$ cat config.mk
export PLATFORM = sky130hd
export DESIGN_NAME = instr_fetch_unit_flat
export DESIGN_NICKNAME = d
export VERILOG_FILES = /design/src/rtl/instr_fetch_unit_if.sv /design/src/rtl/instr_fetch_unit.sv /design/src/flat_wrapper.sv
export SDC_FILE = /design/constraint.sdc
export NUM_CORES = 1
export LEC_CHECK = 0
export ABC_AREA = 1
export BUFFER_PORTS_ARGS = -buffer_cell sky130_fd_sc_hd__buf_2
export CORE_ASPECT_RATIO = 1.2
export CORE_MARGIN = 10
export CORE_UTILIZATION = 50
export CTS_CLUSTER_DIAMETER = 30
export DETAILED_ROUTE_END_ITERATION = 10
export PLACE_DENSITY = 0.7
export SLEW_MARGIN = 15
export SYNTH_ARGS = -nofsm -noshare
export SYNTH_HDL_FRONTEND = slang
export SYNTH_SLANG_ARGS = --single-unit
$ cat constraint.sdc
create_clock -name clk -period 3.1 [get_ports clk]
set_clock_uncertainty 0.2 [all_clocks]
set_input_delay 0.62 -clock clk [delete_from_list [all_inputs] [get_ports clk]]
set_output_delay 0.62 -clock clk [all_outputs]
set_load 0.005 [all_outputs]
$ cat src/rtl/instr_fetch_unit_if.sv
// Decoder/program-memory side of the fetch unit: PC strobes, IR strobes,
// program memory bus and the PC/IR/stack status seen by the decoder.
interface instr_fetch_unit_if #(
  parameter int PC_WIDTH    = 13,
  parameter int INSTR_WIDTH = 14
);
  logic                   pc_incr_en;
  logic                   pc_j_en;
  logic                   pc_call_en;
  logic                   pc_ret_en;
  logic                   instr_rd_en;
  logic                   instr_flush;
  logic [1:0]             pclath_hi;
  logic [INSTR_WIDTH-1:0] prog_data;
  logic [PC_WIDTH-1:0]    prog_addr;
  logic [PC_WIDTH-1:0]    pc;
  logic [INSTR_WIDTH-1:0] instr_current;
  logic                   stk_ovf;
  logic                   stk_unf;

  modport master (
    output pc_incr_en, pc_j_en, pc_call_en, pc_ret_en, instr_rd_en, instr_flush,
           pclath_hi, prog_data,
    input  prog_addr, pc, instr_current, stk_ovf, stk_unf
  );

  modport slave (
    input  pc_incr_en, pc_j_en, pc_call_en, pc_ret_en, instr_rd_en, instr_flush,
           pclath_hi, prog_data,
    output prog_addr, pc, instr_current, stk_ovf, stk_unf
  );
endinterface

$ cat src/rtl/instr_fetch_unit.sv
// PC, circular return stack and instruction register for the PIC16F-style core.
// Fetch overlaps execute: IR holds the word at PC-1 while PC addresses the next.
module instr_fetch_unit #(
  parameter int                     PC_WIDTH    = 13,
  parameter int                     INSTR_WIDTH = 14,
  parameter int                     STACK_DEPTH = 8,
  parameter logic [INSTR_WIDTH-1:0] NOP_WORD    = '0
) (
  input logic clk,
  input logic rst,
  instr_fetch_unit_if.slave bus
);
  localparam int              SP_W = $clog2(STACK_DEPTH);
  localparam logic [SP_W:0]   FULL = (SP_W+1)'(STACK_DEPTH);

  logic [PC_WIDTH-1:0]    pc_q;
  logic [PC_WIDTH-1:0]    target;
  logic [PC_WIDTH-1:0]    stack [STACK_DEPTH];
  logic [INSTR_WIDTH-1:0] ir_q;
  logic [SP_W-1:0]        sp;
  logic [SP_W-1:0]        sp_dec;
  logic [SP_W:0]          depth;
  logic                   ovf;
  logic                   unf;
  logic                   push;
  logic                   pop;

  // Return outranks call, so a simultaneous call never pushes.
  assign pop    = bus.pc_ret_en;
  assign push   = bus.pc_call_en & ~bus.pc_ret_en;
  assign sp_dec = sp - SP_W'(1);
  assign target = {bus.pclath_hi, ir_q[PC_WIDTH-3:0]};

  // Stack RAM carries no reset; a push in a reset cycle is dropped.
  always_ff @(posedge clk) begin
    if (!rst && push) stack[sp] <= pc_q;
  end

  always_ff @(posedge clk) begin
    if (rst) begin
      pc_q  <= '0;
      ir_q  <= NOP_WORD;
      sp    <= '0;
      depth <= '0;
      ovf   <= 1'b0;
      unf   <= 1'b0;
    end else begin
      if (pop)                 pc_q <= stack[sp_dec];
      else if (bus.pc_call_en) pc_q <= target;
      else if (bus.pc_j_en)    pc_q <= target;
      else if (bus.pc_incr_en) pc_q <= pc_q + PC_WIDTH'(1);

      if (pop) begin
        sp <= sp_dec;
        if (depth == '0) unf   <= 1'b1;
        else             depth <= depth - (SP_W+1)'(1);
      end else if (push) begin
        sp <= sp + SP_W'(1);
        if (depth == FULL) ovf   <= 1'b1;
        else               depth <= depth + (SP_W+1)'(1);
      end

      if (bus.instr_flush)      ir_q <= NOP_WORD;
      else if (bus.instr_rd_en) ir_q <= bus.prog_data;
    end
  end

  assign bus.pc            = pc_q;
  assign bus.prog_addr     = pc_q;
  assign bus.instr_current = ir_q;
  assign bus.stk_ovf       = ovf;
  assign bus.stk_unf       = unf;
endmodule

$ cat src/flat_wrapper.sv
// flat-port wrapper written by rule: the top's interface ports become plain ports
module instr_fetch_unit_flat 
#(
  parameter int                     PC_WIDTH    = 13,
  parameter int                     INSTR_WIDTH = 14,
  parameter int                     STACK_DEPTH = 8,
  parameter logic [INSTR_WIDTH-1:0] NOP_WORD    = '0
)
  (clk, rst, bus_pc_incr_en, bus_pc_j_en, bus_pc_call_en, bus_pc_ret_en, bus_instr_rd_en, bus_instr_flush, bus_pclath_hi, bus_prog_data, bus_prog_addr, bus_pc, bus_instr_current, bus_stk_ovf, bus_stk_unf);
  instr_fetch_unit_if #(.PC_WIDTH(PC_WIDTH), .INSTR_WIDTH(INSTR_WIDTH)) bus_i ();
  input logic clk;
  input logic rst;
  input wire logic [$bits(bus_i.pc_incr_en)-1:0] bus_pc_incr_en;
  input wire logic [$bits(bus_i.pc_j_en)-1:0] bus_pc_j_en;
  input wire logic [$bits(bus_i.pc_call_en)-1:0] bus_pc_call_en;
  input wire logic [$bits(bus_i.pc_ret_en)-1:0] bus_pc_ret_en;
  input wire logic [$bits(bus_i.instr_rd_en)-1:0] bus_instr_rd_en;
  input wire logic [$bits(bus_i.instr_flush)-1:0] bus_instr_flush;
  input wire logic [$bits(bus_i.pclath_hi)-1:0] bus_pclath_hi;
  input wire logic [$bits(bus_i.prog_data)-1:0] bus_prog_data;
  output wire logic [$bits(bus_i.prog_addr)-1:0] bus_prog_addr;
  output wire logic [$bits(bus_i.pc)-1:0] bus_pc;
  output wire logic [$bits(bus_i.instr_current)-1:0] bus_instr_current;
  output wire logic [$bits(bus_i.stk_ovf)-1:0] bus_stk_ovf;
  output wire logic [$bits(bus_i.stk_unf)-1:0] bus_stk_unf;
  assign bus_i.pc_incr_en = bus_pc_incr_en;
  assign bus_i.pc_j_en = bus_pc_j_en;
  assign bus_i.pc_call_en = bus_pc_call_en;
  assign bus_i.pc_ret_en = bus_pc_ret_en;
  assign bus_i.instr_rd_en = bus_instr_rd_en;
  assign bus_i.instr_flush = bus_instr_flush;
  assign bus_i.pclath_hi = bus_pclath_hi;
  assign bus_i.prog_data = bus_prog_data;
  assign bus_prog_addr = bus_i.prog_addr;
  assign bus_pc = bus_i.pc;
  assign bus_instr_current = bus_i.instr_current;
  assign bus_stk_ovf = bus_i.stk_ovf;
  assign bus_stk_unf = bus_i.stk_unf;
  instr_fetch_unit #(.PC_WIDTH(PC_WIDTH), .INSTR_WIDTH(INSTR_WIDTH), .STACK_DEPTH(STACK_DEPTH), .NOP_WORD(NOP_WORD)) u_core (.clk(clk), .rst(rst), .bus(bus_i));
endmodule
==> impl_metrics.toml <==
[global_route]
grt_overflow_total = 0
grt_pass1_wl_mm = 24.6
grt_pass1_vias = 4952
grt_usage = 0.179
grt_max_degree = 64
antenna_found_initial = 0

[power_and_ir_drop]
pwr-share-seq = 0.448
ir_drop_mv = 0.437
combPwrFrac = 0.142
internal-power_w = 0.00364
leakagePower_nw = 3.12
p_sw_frac = 0.269
power_density_nw_per_um2 = 671
clkPwrFrac = 0.410
switching_power_w = 0.00134

[cells_and_area]
final_nets = 781
drive_gt1_frac = 0.171
antennaDiodeCount = 0
nFillCells = 1091
area_growth_pct = 15.9

[die]
core_sq_um = 12600
rows = 45
start_util = 0.508
die_area_sq_um = 17800
fp.dieH_um = 144
die_width_um = 123
io_pins = 66

[setup_path]
crit_chain = "inv_1 > ha_1 > inv_2 > nand3_1 > nand3_1 > nand3_1 > nand3_1 > nand2_1 > inv_1"
cp-startpoint = "u_core.sp[1]$_SDFFE_PP0P_"
worstPathArrival_ns = 2.55
crit_family = "adder cells"
cpMostUsedCell = "nand3_1"
timing.rr.start = "u_core.sp[1]$_SDFFE_PP0P_"
crit_required_ns = 3.21
cpPeakStageDelay_ns = 0.68
crit_slowest_cell = "ha_1"
crit_type = "flop to flop"
path_buf_inv = 3
cp-start-kind = "flop"
crit_fanout = 18
endpoint_kind = "flop"

[detailed_routing]
ant_nets = 0
first_pass_iters = 6
highest_layer = "met4"
wl_met2_mm = 7.86
met3WireLength_um = 987
drt-total-wl_mm = 15.5
detail_route.wl_per_cell_um = 16.7
vias = 4943
drc = 0
m1WireLength_mm = 6.18
via_per_inst = 5.33
drt_iter0_markers = 406

[placement]
port_buffers = 65
pre_cts_ws_ns = 0.472
place_congestion = 0.863
hpwlAfterDp_mm = 10.4

[clock_network]
clock_sinks = 140
clock_path_buffers = 2
root_buffer = "clkbuf_16"
cts_buffers = 17
cts_setup_buffers = 0
cts_resized = 0
hold_buffers = 0
cts_tree = "built"
clk_pin_slew_ns = 0.06
clock_latency_ns = 0.41
htreeDepth = 4

[logic_synthesis]
avgSynthCellArea_sq_um = 9.30
synth-simple-area-share = 0.213
yosys_most_used_dff = "edfxtp_1"
synth_cell_types = 35
async_flop_share = 0
synth_cells = 689
synth_top_family_by_area = "simple AND/OR/NAND/NOR gates"
ys_ff_latch = 140
syn_area_sq_um = 6410
ys_seq_area_frac = 0.600
synth_fp_nets = 719
synth_mux_area_frac = 0
yosys-top-cells-area = "edfxtp_1, dfxtp_1, nand2_1, nor2_1, nand3_1"
yosysMostFrequentCell = "nand2_1"
yosysTopAreaCellShare = 0.487
synth-edff-count = 104
netlist_top_cells_count = "nand2_1, edfxtp_1, nor2_1"
synthAdderAreaFrac = 0.0129
yosysTopAreaCell = "edfxtp_1"
synth_compound_area_frac = 0.0840
yosysWarningCount = 0
synth-xor-area-share = 0.00684

[sta]
postLayoutSetupSlackWorst_ns = 0.669
drv_slew = 0
max-slew-margin-rel = 0.564
rsz0062_at_grt = "no"
worst_pin_slew_ns = 0.654
finalSetupViolations = 0
timing.setup.tns_ns = 0
max_freq_mhz = 411
hold_viol = 0
finalCritPeriodShare = 0.784
timing.hold.ws_ns = 0.245
fin_crit_ns = 2.43

[min_path]
hold_start = "bus_prog_data[13]"
hp-class = "input pin to flop"

[flow_run]
drv.max_cap_violation_count = 0

[run_status]
status = "finished, final reports clean"
-- power by group through the flow --
stage	Sequential, W	Clock, W	Combinational (W)
finish	0.00223	0.00204	0.000705
global route	0.00225	0.00214	0.000788
CTS	0.00223	0.00206	0.000706
detailed placement	0.00227	0	0.000699
global placement	0.00227	0	0.000680
floorplan	0.00224	0	0.000494
-- worst register-to-register path: stages (launching register included) --
cell and delay, ns:
dfxtp_1 0.37, inv_1 0.11, ha_1 0.68, inv_2 0.33, nand3_1 0.18, nand3_1 0.12, nand3_1 0.13, nand3_1 0.09
nand2_1 0.09, inv_1 0.03
-- per-stage QoR --
| stage | power, W | util | std cells | cell area [sq um] |
|---|---|---|---|---|
| 2_1_floorplan | 0.00273 | - | 689 | 6410 |
| 3_3_place_gp | 0.00295 | 0.541 | 896 | 6820 |
| 3_5_place_dp | 0.00297 | 0.541 | 896 | 6820 |
| 4_1_cts | 0.00499 | 0.588 | 928 | 7420 |
| 5_1_grt | 0.00518 | 0.588 | 928 | 7420 |
| 6_report | 0.00498 | 0.588 | 928 | 7420 |
-- path summary, 6_finish.rpt --
| path | end | depth (start not counted) | slack (ns) |
|---|---|---|---|
| max | u_core.bus.pc[4]$_SDFFE_PP0P_ | 9 | 0.67 |
| min | u_core.bus.instr_current[13]$_SDFFE_PP0P_ | 3 | 0.25 |
| max reg2reg | u_core.bus.pc[4]$_SDFFE_PP0P_ | 9 | 0.67 |
| min reg2reg | u_core.bus.stk_unf$_SDFFE_PP0P_ | 2 | 0.25 |
-- cell families (layout without fill, tap and decap cells) --
| family | count (synthesis) | after routing |
|---|---|---|
| AO/OA/AOI/OAI | 104 | 104 |
| XOR/XNOR | 5 | 5 |
| adder cells (fa/ha/maj) | 6 | 6 |
| buffers and inverters | 112 | 187 |
| flip-flops | 140 | 140 |
| AND/OR/NAND/NOR | 322 | 322 |
-- cell type report --
class,count,area (sq um),share of cell area
Clock buffer,18,429,0.0578
Multi-Input combinational cell,437,2030,0.273
Sequential cell,140,3840,0.518
Timing Repair Buffer,84,480,0.0647
Inverter,71,267,0.0359
Clock inverter,14,170,0.0229
Tap cell,164,205,0.0276
-- layer usage --
metal / global-route usage / up-vias
met4: 0.0823 / 0
li1: - / 2391
met3: 0.0386 / 30
met2: 0.310 / 195
met1: 0.206 / 2327
met5: 0 / -
-- layout by cell type, fill, tap and decap left out, drive strengths merged, types with 4 or more instances in the layout --
cell and n:
clkinv 7, inv 72, nand3 52, ha 5, buf 84, nor2 90
a21oi 40, dfxtp 36, nand2 170, edfxtp 104, o21ai 56, nand3b 4
clkbuf 18
-- registers in the layout, indices dropped and copies added, names as in the netlist --
signal / count
u_core.bus.pc: 13
u_core.depth: 4
u_core.bus.stk_unf: 1
u_core.bus.stk_ovf: 1
u_core.bus.instr_current: 14
u_core.sp: 3
u_core.stack: 104
Note: power is estimated with default switching activity, not from simulation.
